[src/rtl/amo_pkg.sv]
// Shared encodings for the TCDM atomic protocol: bank AMO codes, RISC-V funct5 values
// and the initiator FSM states.
package amo_pkg;

    typedef enum logic [3:0] {
        AMO_NONE = 4'h0,
        AMO_SWAP = 4'h1,
        AMO_ADD  = 4'h2,
        AMO_AND  = 4'h3,
        AMO_OR   = 4'h4,
        AMO_XOR  = 4'h5,
        AMO_MAX  = 4'h6,
        AMO_MAXU = 4'h7,
        AMO_MIN  = 4'h8,
        AMO_MINU = 4'h9,
        AMO_CAS  = 4'hA
    } amo_op_t;

    localparam logic [4:0] FUNCT5_ADD  = 5'b00000;
    localparam logic [4:0] FUNCT5_SWAP = 5'b00001;
    localparam logic [4:0] FUNCT5_XOR  = 5'b00100;
    localparam logic [4:0] FUNCT5_AND  = 5'b01100;
    localparam logic [4:0] FUNCT5_OR   = 5'b01000;
    localparam logic [4:0] FUNCT5_MIN  = 5'b10000;
    localparam logic [4:0] FUNCT5_MAX  = 5'b10100;
    localparam logic [4:0] FUNCT5_MINU = 5'b11000;
    localparam logic [4:0] FUNCT5_MAXU = 5'b11100;
    // Custom compare-and-swap; occupies a funct5 slot unused by the A extension.
    localparam logic [4:0] FUNCT5_CAS  = 5'b00101;

    typedef enum logic [1:0] {
        ST_IDLE,
        ST_REQ,
        ST_WAIT_RSP,
        ST_RSP
    } state_t;

endpackage

[src/rtl/amo_op_decoder.sv]
// Maps a core funct5 to the bank AMO code and flags ops the bank cannot execute
// (LR/SC, unknown funct5, misaligned AMOs, CAS outside lane 0 or without 64-bit banks).
module amo_op_decoder
    import amo_pkg::*;
#(
    parameter int DataWidth = 64,
    parameter bit EnableCas = 1'b1
) (
    input  logic [4:0] funct5,
    input  logic       is_amo,
    input  logic [2:0] addr,
    output logic [3:0] op,
    output logic       err
);

    always_comb begin
        op  = AMO_NONE;
        err = 1'b0;
        if (is_amo) begin
            case (funct5)
                FUNCT5_ADD:  op = AMO_ADD;
                FUNCT5_SWAP: op = AMO_SWAP;
                FUNCT5_XOR:  op = AMO_XOR;
                FUNCT5_AND:  op = AMO_AND;
                FUNCT5_OR:   op = AMO_OR;
                FUNCT5_MIN:  op = AMO_MIN;
                FUNCT5_MAX:  op = AMO_MAX;
                FUNCT5_MINU: op = AMO_MINU;
                FUNCT5_MAXU: op = AMO_MAXU;
                FUNCT5_CAS: begin
                    if (EnableCas && DataWidth == 64 && !addr[2]) op = AMO_CAS;
                    else err = 1'b1;
                end
                default: err = 1'b1;
            endcase
            if (addr[1:0] != 2'b00) err = 1'b1;
            if (err) op = AMO_NONE;
        end
    end

endmodule

[src/rtl/amo_req_initiator.sv]
// Core-side TCDM initiator: one outstanding load/store/AMO, lane-packs the request for a
// 32/64-bit bank and returns the lane-extracted old word to the core.
module amo_req_initiator
    import amo_pkg::*;
#(
    parameter int AddrWidth = 32,
    parameter int DataWidth = 64,
    parameter bit EnableCas = 1'b1
) (
    input  logic                   clk_i,
    input  logic                   rst_ni,
    input  logic                   core_req_valid_i,
    output logic                   core_req_ready_o,
    input  logic [AddrWidth-1:0]   core_addr_i,
    input  logic                   core_we_i,
    input  logic                   core_is_amo_i,
    input  logic [4:0]             core_funct5_i,
    input  logic [31:0]            core_wdata_i,
    input  logic [31:0]            core_cas_new_i,
    input  logic [3:0]             core_be_i,
    output logic                   core_rsp_valid_o,
    input  logic                   core_rsp_ready_i,
    output logic [31:0]            core_rsp_data_o,
    output logic                   core_rsp_err_o,
    output logic                   tcdm_req_o,
    input  logic                   tcdm_gnt_i,
    output logic [AddrWidth-1:0]   tcdm_add_o,
    output logic [3:0]             tcdm_amo_o,
    output logic                   tcdm_wen_o,
    output logic [DataWidth-1:0]   tcdm_wdata_o,
    output logic [DataWidth/8-1:0] tcdm_be_o,
    input  logic                   tcdm_rvalid_i,
    input  logic [DataWidth-1:0]   tcdm_rdata_i
);

    localparam int BeWidth  = DataWidth / 8;
    localparam int NumLanes = DataWidth / 32;

    if (DataWidth != 32 && DataWidth != 64) begin : g_dw_check
        $fatal(1, "amo_req_initiator: DataWidth must be 32 or 64");
    end

    state_t state, state_d;

    logic [AddrWidth-1:0] addr_q;
    logic [3:0]           amo_q;
    logic                 wen_q;
    logic [DataWidth-1:0] wdata_q;
    logic [BeWidth-1:0]   be_q;
    logic                 lane_q;
    logic [31:0]          rdata_q;
    logic                 err_q;

    logic [3:0]           dec_op;
    logic                 dec_err;
    logic                 lane_in;
    logic                 accept;
    logic [63:0]          cas_data;
    logic [DataWidth-1:0] wdata_pack;
    logic [BeWidth-1:0]   be_pack;
    logic [DataWidth-1:0] rdata_sh;

    amo_op_decoder #(
        .DataWidth (DataWidth),
        .EnableCas (EnableCas)
    ) u_dec (
        .funct5 (core_funct5_i),
        .is_amo (core_is_amo_i),
        .addr   (core_addr_i[2:0]),
        .op     (dec_op),
        .err    (dec_err)
    );

    assign lane_in  = (DataWidth == 64) ? core_addr_i[2] : 1'b0;
    assign accept   = core_req_valid_i && core_req_ready_o;
    assign cas_data = {core_cas_new_i, core_wdata_i};

    always_comb begin
        wdata_pack = {NumLanes{core_wdata_i}};
        be_pack    = '0;
        if (dec_op == AMO_CAS) begin
            wdata_pack   = cas_data[DataWidth-1:0];
            be_pack[3:0] = 4'hF;
        end else if (core_is_amo_i) begin
            be_pack = BeWidth'(4'hF) << {lane_in, 2'b00};
        end else begin
            be_pack = BeWidth'(core_be_i) << {lane_in, 2'b00};
        end
    end

    // Shift the addressed 32-bit lane down to bit 0; works for both bank widths.
    assign rdata_sh = tcdm_rdata_i >> {lane_q, 5'b00000};

    always_comb begin
        state_d = state;
        case (state)
            ST_IDLE:     if (accept) state_d = dec_err ? ST_RSP : ST_REQ;
            ST_REQ:      if (tcdm_gnt_i) state_d = ST_WAIT_RSP;
            ST_WAIT_RSP: if (tcdm_rvalid_i) state_d = ST_RSP;
            ST_RSP:      if (core_rsp_ready_i) state_d = ST_IDLE;
            default:     state_d = ST_IDLE;
        endcase
    end

    always_ff @(posedge clk_i) begin
        if (!rst_ni) state <= ST_IDLE;
        else         state <= state_d;
    end

    always_ff @(posedge clk_i) begin
        if (!rst_ni) begin
            addr_q  <= '0;
            amo_q   <= '0;
            wen_q   <= 1'b0;
            wdata_q <= '0;
            be_q    <= '0;
            lane_q  <= 1'b0;
            rdata_q <= '0;
            err_q   <= 1'b0;
        end else begin
            if (state == ST_IDLE && accept) begin
                addr_q  <= core_addr_i;
                amo_q   <= dec_op;
                wen_q   <= core_is_amo_i ? 1'b0 : core_we_i;
                wdata_q <= wdata_pack;
                be_q    <= be_pack;
                lane_q  <= lane_in;
                rdata_q <= '0;
                err_q   <= dec_err;
            end else if (state == ST_WAIT_RSP && tcdm_rvalid_i) begin
                rdata_q <= rdata_sh[31:0];
            end
        end
    end

    // Ready is masked during reset so every output reads 0 while rst_ni is low.
    assign core_req_ready_o = (state == ST_IDLE) && rst_ni;
    assign core_rsp_valid_o = (state == ST_RSP);
    assign core_rsp_data_o  = rdata_q;
    assign core_rsp_err_o   = (state == ST_RSP) && err_q;

    assign tcdm_req_o   = (state == ST_REQ);
    assign tcdm_add_o   = addr_q;
    assign tcdm_amo_o   = amo_q;
    assign tcdm_wen_o   = wen_q;
    assign tcdm_wdata_o = wdata_q;
    assign tcdm_be_o    = be_q;

endmodule

[config.mk]
export PLATFORM = sky130hd
export DESIGN_NAME = amo_req_initiator
export DESIGN_NICKNAME = d
export VERILOG_FILES = /design/src/rtl/amo_pkg.sv /design/src/rtl/amo_op_decoder.sv /design/src/rtl/amo_req_initiator.sv
export SDC_FILE = /design/constraint.sdc
export NUM_CORES = 1
export LEC_CHECK = 0
export ABC_AREA = 1
export BUFFER_PORTS_ARGS = -buffer_cell sky130_fd_sc_hd__buf_2
export CAP_MARGIN = 5
export CORE_AREA = 2 2 125 127
export DETAILED_ROUTE_END_ITERATION = 10
export DIE_AREA = 0 0 127 129
export PLACE_DENSITY = 0.71
export SLEW_MARGIN = 20
export SYNTH_ARGS = -nofsm -noshare
export SYNTH_HDL_FRONTEND = slang
export SYNTH_HIERARCHICAL = 1
export SYNTH_SLANG_ARGS = --single-unit
[constraint.sdc]
create_clock -name clk_i -period 4.6 [get_ports clk_i]
set_input_delay 0.46 -clock clk_i [delete_from_list [all_inputs] [get_ports clk_i]]
set_output_delay 0.46 -clock clk_i [all_outputs]
set_load 0.02 [all_outputs]
# Word-level counts from Yosys, hierarchy flattened
# Index checks and enable logic that the tools add are counted.
# word_totals
out_inout_bits	145
reg_bits	145
input_bits	177
word_cells	61
# op_classes
n_mux	20
n_bitwise	1
n_reduce_logical	11
shifts	3
eq_ne	17
# ops
operator	n
64-bit two-way mux	1
64-bit by 6-bit right shift with 32-bit output	1
4-bit case mux with 10 select lines	1
5-bit == test (second input constant)	4
4-bit two-way mux	5
5-bit by 3-bit == test with 1-bit output (second input constant)	2
5-bit by 4-bit == test with 1-bit output (second input constant)	2
2-bit two-way mux	5
9-bit OR reduction	1
8-bit two-way mux	1
2-bit case mux with 4 select lines	1
4-bit by 3-bit << shifter with 8-bit output	1
4-bit by 3-bit << shifter with 8-bit output (first input constant)	1
5-bit by 1-bit == test with 1-bit output (second input constant)	1
1-bit logical AND	5
5-bit logical NOT	1
1-bit two-way mux	5
2-bit == test (second input constant)	2
4-bit == test (second input constant)	1
2-bit by 1-bit inequality test with 1-bit output (second input constant)	2
2-bit inequality test (second input constant)	2
4-bit AND reduction	1
2-bit by 1-bit == test with 1-bit output (second input constant)	1
2-bit logical NOT	1
4 further kinds	4

# Longest topological paths before layout
# depth
depth_word	9
mapped_depth	13
mapped_depth_nobuf	12

# Cells and area by module
# Netlist, hierarchy kept.
# by_module_without_submodules
mod	n_inst	area_each_um2	seq_area_each_um2	cells_each
amo_req_initiator	1	5844.4	2882.8	819
amo_op_decoder	1	207.7	0.0	41

# Least setup slack after synthesis
# OpenSTA, ideal clock, no wires.
# synth_path
path_kind	input to register
from	input core_funct5_i[1]
to	register wdata_q[43] (netlist: tcdm_wdata_o[43])
stages	11
n_path_buf	2
setup_ns	0.069
path_slack_ns	2.837
required_ns	4.531
arrival_time_ns	1.694
cell_sequence	nor2_2 -> inv_2 -> nand2_2 -> nand3_2 -> nor2_1 -> nor2_1 -> nand3_1 -> buf_4 -> clkbuf_1 -> nor2_1 -> o21ai_1
# synth_between
elab_chain_cells	9
elab_cells_between_ends	19
# synth_lines
item	line	rtl
start, declared	amo_req_initiator.sv:17	input logic [4:0] core_funct5_i,
5-bit by 1-bit == test with 1-bit output, or another cell as far along	amo_op_decoder.sv:20	case (funct5)
9-bit OR reduction (no line)	-	
1-bit case mux with 2 select lines	amo_op_decoder.sv:20	
1-bit two-way mux	amo_op_decoder.sv:36	if (addr[1:0] != 2'b00) err = 1'b1;
1-bit two-way mux	amo_op_decoder.sv:19	if (is_amo) begin
4-bit two-way mux (*)	amo_op_decoder.sv:37	if (err) op = AMO_NONE;
4-bit two-way mux (*)	amo_op_decoder.sv:19	
named net dec_op[0]	amo_req_initiator.sv:54	logic [3:0] dec_op;
4-bit == test (*)	amo_req_initiator.sv:81	if (dec_op == AMO_CAS) begin
64-bit two-way mux (*)	amo_req_initiator.sv:81	
end signal, assigned	amo_req_initiator.sv:125	wdata_q <= wdata_pack;
end, declared	amo_req_initiator.sv:48	logic [DataWidth-1:0] wdata_q;
# The timed path passes the listed nets; every way through them passes the cells marked *. The select of a mux whose other input is x is not followed.
# A chain may end at the register's enable or synchronous reset.

# Worst setup path after layout
# layout_path
from	register state[1]
to	register wdata_q[32] (netlist: tcdm_wdata_o[32])
# layout_between
elab_chain_cells	4
# layout_lines
item	line	rtl
start, declared	amo_req_initiator.sv:43	state_t state, state_d;
start signal, assigned	amo_req_initiator.sv:107	else state <= state_d;
2-bit logical NOT (*)	amo_req_initiator.sv:121, amo_req_initiator.sv:137	
1-bit logical AND	amo_req_initiator.sv:137	assign core_req_ready_o = (state == ST_IDLE) && rst_ni;
1-bit logical AND	amo_req_initiator.sv:75	assign accept = core_req_valid_i && core_req_ready_o;
1-bit logical AND (*)	amo_req_initiator.sv:121	if (state == ST_IDLE && accept) begin
# Mark *: on every way between the ends. The rest lies on a longest branch, timed or not.

==> impl_metrics.env <==
export IMPL_irDropWorstVdd_uv=235.5
export IMPL_drc_errors=0
export IMPL_crit_family="buffers and inverters"
export IMPL_final_period_utilization=0.5185
export IMPL_area_growth_pct=35.87
export IMPL_syn_num_nets=1042
export IMPL_grt_max_degree=123
export IMPL_whs_path_depth=3
export IMPL_dr_pass1_iters=7
export IMPL_status="finished, final reports clean"
export IMPL_cts_hold_fix_buffers=0
export IMPL_timing_rr_end="tcdm_wdata_o[32]$_SDFFE_PN0P_"
export IMPL_chipWidth_um=127
export IMPL_power_density_nw_per_um2=485.3
export IMPL_hpwl_mm=13.62
export IMPL_avgSynthCellArea_um2=7.037
export IMPL_top_usage_layer="met2"
export IMPL_track_usage=0.2208
export IMPL_cts_setup_buffers=0
export IMPL_cp_start_kind="flop"
export IMPL_setup_viol=0
export IMPL_initial_core_util=0.4041
export IMPL_clk_pin_slew_ns=0.06
export IMPL_crit_fanout=50
export IMPL_critPathRequiredTime_ns=4.94
export IMPL_yosysSeqAreaShare=0.4763
export IMPL_drt_wirelength_per_cell_um=13.84
export IMPL_ys_warn_count=6
export IMPL_hold_violations=0
export IMPL_path_cells="inv_1, ha_1, nand2_1, inv_2, nand2_4, inv_2, buf_4, nand2_1, o21ai_0"
export IMPL_cts_buffer_depth=2
export IMPL_dieArea_um2=16380
export IMPL_period_needed_ns=2.385
export IMPL_clock_sink_count=144
export IMPL_r2r_start="state[1]$_SDFFE_PN0P_"
export IMPL_r2r_cells=9
export IMPL_worst_setup_path_type="reg -> reg"
export IMPL_post_cts_resized=0
export IMPL_fill_cells=1536
export IMPL_grt_util_met1=0.2529
export IMPL_clk_insertion_delay_late_ns=0.41
export IMPL_tightest_slew_ns=0.8859
export IMPL_drt_total_wl_mm=18.65
export IMPL_yosysTopAreaCellShare=0.4763
export IMPL_finalCoreUtilization=0.5490
export IMPL_grt_pass1_vias=5765
export IMPL_drive_gt1_frac=0.3216
export IMPL_synthesis_area_um2=6052
export IMPL_post_drt_via_cell_ratio=4.766
export IMPL_rrSetupSlack_ns=2.22
export IMPL_use_met3=0.08649
export IMPL_cts_tree="done"
export IMPL_hold_end="tcdm_add_o[30]$_SDFFE_PN0P_"
export IMPL_drtAntennaViolNets=0
export IMPL_synth_top_cell_by_area="dfxtp_1"
export IMPL_cts_root_buf="clkbuf_16"
export IMPL_synthCells=860
export IMPL_grt_pass1_wl_mm=28.61
export IMPL_core_um2=14980
export IMPL_port_buffers=321
export IMPL_hold_class="in -> reg"
export IMPL_nNetsFinal=1330
export IMPL_antenna_found_initial=3
export IMPL_fin_worst_skew_ns=0.007725
export IMPL_synth_area_top_cells="dfxtp_1 48%, nand2_1 13%, nand3_1 9.4%"
export IMPL_synth_cell_type_count=27
export IMPL_worst_path_largest_cell_delay_ns=0.70
export IMPL_antenna_cells=0
export IMPL_rows=45
export IMPL_arrival_ns=2.72
export IMPL_drv_cap=0
export IMPL_overflow=0
export IMPL_crit_path_end_kind="flop"
export IMPL_whs_ns=0.2448
export IMPL_fmax_mhz=419.3
export IMPL_finalSetupTns_ns=0
export IMPL_die_y_um=129
export IMPL_slowest_stage="inv_2"
export IMPL_synth_seq_cells=144
export IMPL_rsz0062_at_grt="false"
export IMPL_worstHoldStart="core_addr_i[30]"
export IMPL_htreeDepth=4
export IMPL_numCtsBuffers=17
export IMPL_p_leak_nw=4.413
export IMPL_drtIter0Drc=293
export IMPL_crit_buf_inv=4
export IMPL_slew_viol_final=0
export IMPL_pin_count=322
export IMPL_maxSlewHeadroom=0.4085
export IMPL_vias=6425
export IMPL_gp_congestion=0.8411
export IMPL_grtUsageMet2=0.3827
## worst max-delay path by stage
stage	startpoint	endpoint	slack (ns)	cells after the start
final	state[1]$_SDFFE_PN0P_	tcdm_wdata_o[32]$_SDFFE_PN0P_	2.22	9
after global routing	state[0]$_SDFFE_PN0P_	tcdm_wdata_o[32]$_SDFFE_PN0P_	1.93	9
after CTS	state[0]$_SDFFE_PN0P_	tcdm_be_o[4]$_SDFFE_PN0P_	2.12	9
after detailed placement	rst_ni	tcdm_wdata_o[33]$_SDFFE_PN0P_	1.82	8
after global placement	rst_ni	tcdm_wdata_o[32]$_SDFFE_PN0P_	1.87	8
after floorplan	core_funct5_i[1]	tcdm_wdata_o[43]$_SDFFE_PN0P_	2.84	11
## synth_stat cells
cell type	n
dfxtp_1	144
nor2_2	1
o21ai_1	34
o211ai_1	1
o21a_1	1
nand2_2	1
buf_1	7
buf_6	2
o21ai_2	1
nor2_4	2
a21oi_1	33
nand3_1	114
nand2_4	1
buf_4	4
ha_1	5
o22ai_1	1
nand4_1	4
o21ai_0	66
inv_1	53
nand3b_1	1
nor2_1	124
nand2_1	206
inv_2	6
a31oi_1	1
nand3_2	1
buf_2	27
clkbuf_1	19
## worst min-delay path, stage by stage
cell	delay, ns
buf_2	0.08
nand2_1	0.04
nand2_1	0.05
## final cells by class
class                           instances  area [um2]  share of cell area
Inverter                               59       221.5             0.02693
Clock inverter                         11       91.34             0.01111
Timing Repair Buffer                  328        1665              0.2025
Sequential cell                       144        2883              0.3506
Clock buffer                           20       456.7             0.05554
Multi-Input combinational cell        598        2670              0.3247
Tap cell                              188       235.2             0.02861
## cells in the final DEF (no fill, tap or decap), types with 3 or more instances in the layout
cell type	Yosys	final
clkinvlp_4	0	3
o21ai_0	66	66
buf_2	27	320
nor2_1	124	124
a21oi_1	33	33
inv_2	6	6
nand4_1	4	4
clkinv_2	0	6
nand2_1	206	205
clkbuf_16	0	17
nand3_1	114	113
ha_1	5	5
inv_1	53	53
o21ai_1	34	34
buf_4	4	7
dfxtp_1	144	144
## per-stage QoR
step                cell area [um2]  power, mW  instances  setup WS (ns)
floorplan                      6052      2.345        860          2.837
finish                         8223      3.991       1348          2.215
global route                   8223      4.232       1348          1.930
global placement               7671      2.737       1317          1.874
detailed placement             7671      2.754       1317          1.817
CTS                            8219      4.037       1348          2.121
## cell families after synthesis
group,after synthesis,synth area share
fa+ha+maj,5,0.01034
compound gates,138,0.1160
buf+inv,118,0.08373
simple gates,455,0.3136
flops,144,0.4763
## routing by layer
metal  vias up  part of all wire
li1       3335                 -
met1      2823              0.40
met2       244              0.49
met3        21             0.095
met4         2             0.014
met5         -           0.00070
## flip-flops by register name, indices dropped and copies added, names as in the netlist
signal and flops:
tcdm_add_o 32, err_q 1, tcdm_wen_o 1, state 2, tcdm_be_o 8, tcdm_wdata_o 64
core_rsp_data_o 32, tcdm_amo_o 4
## power by group
part | internal [mW] | switching (mW) | total [mW] | leakage (nW)
combinational | 0.375 | 0.775 | 1.15 | 2.97
sequential | 1.46 | 0.107 | 1.57 | 1.18
clock | 0.763 | 0.511 | 1.27 | 0.267
total | 2.60 | 1.39 | 3.99 | 4.41
No activity file was read; power rests on OpenSTA's default activity.
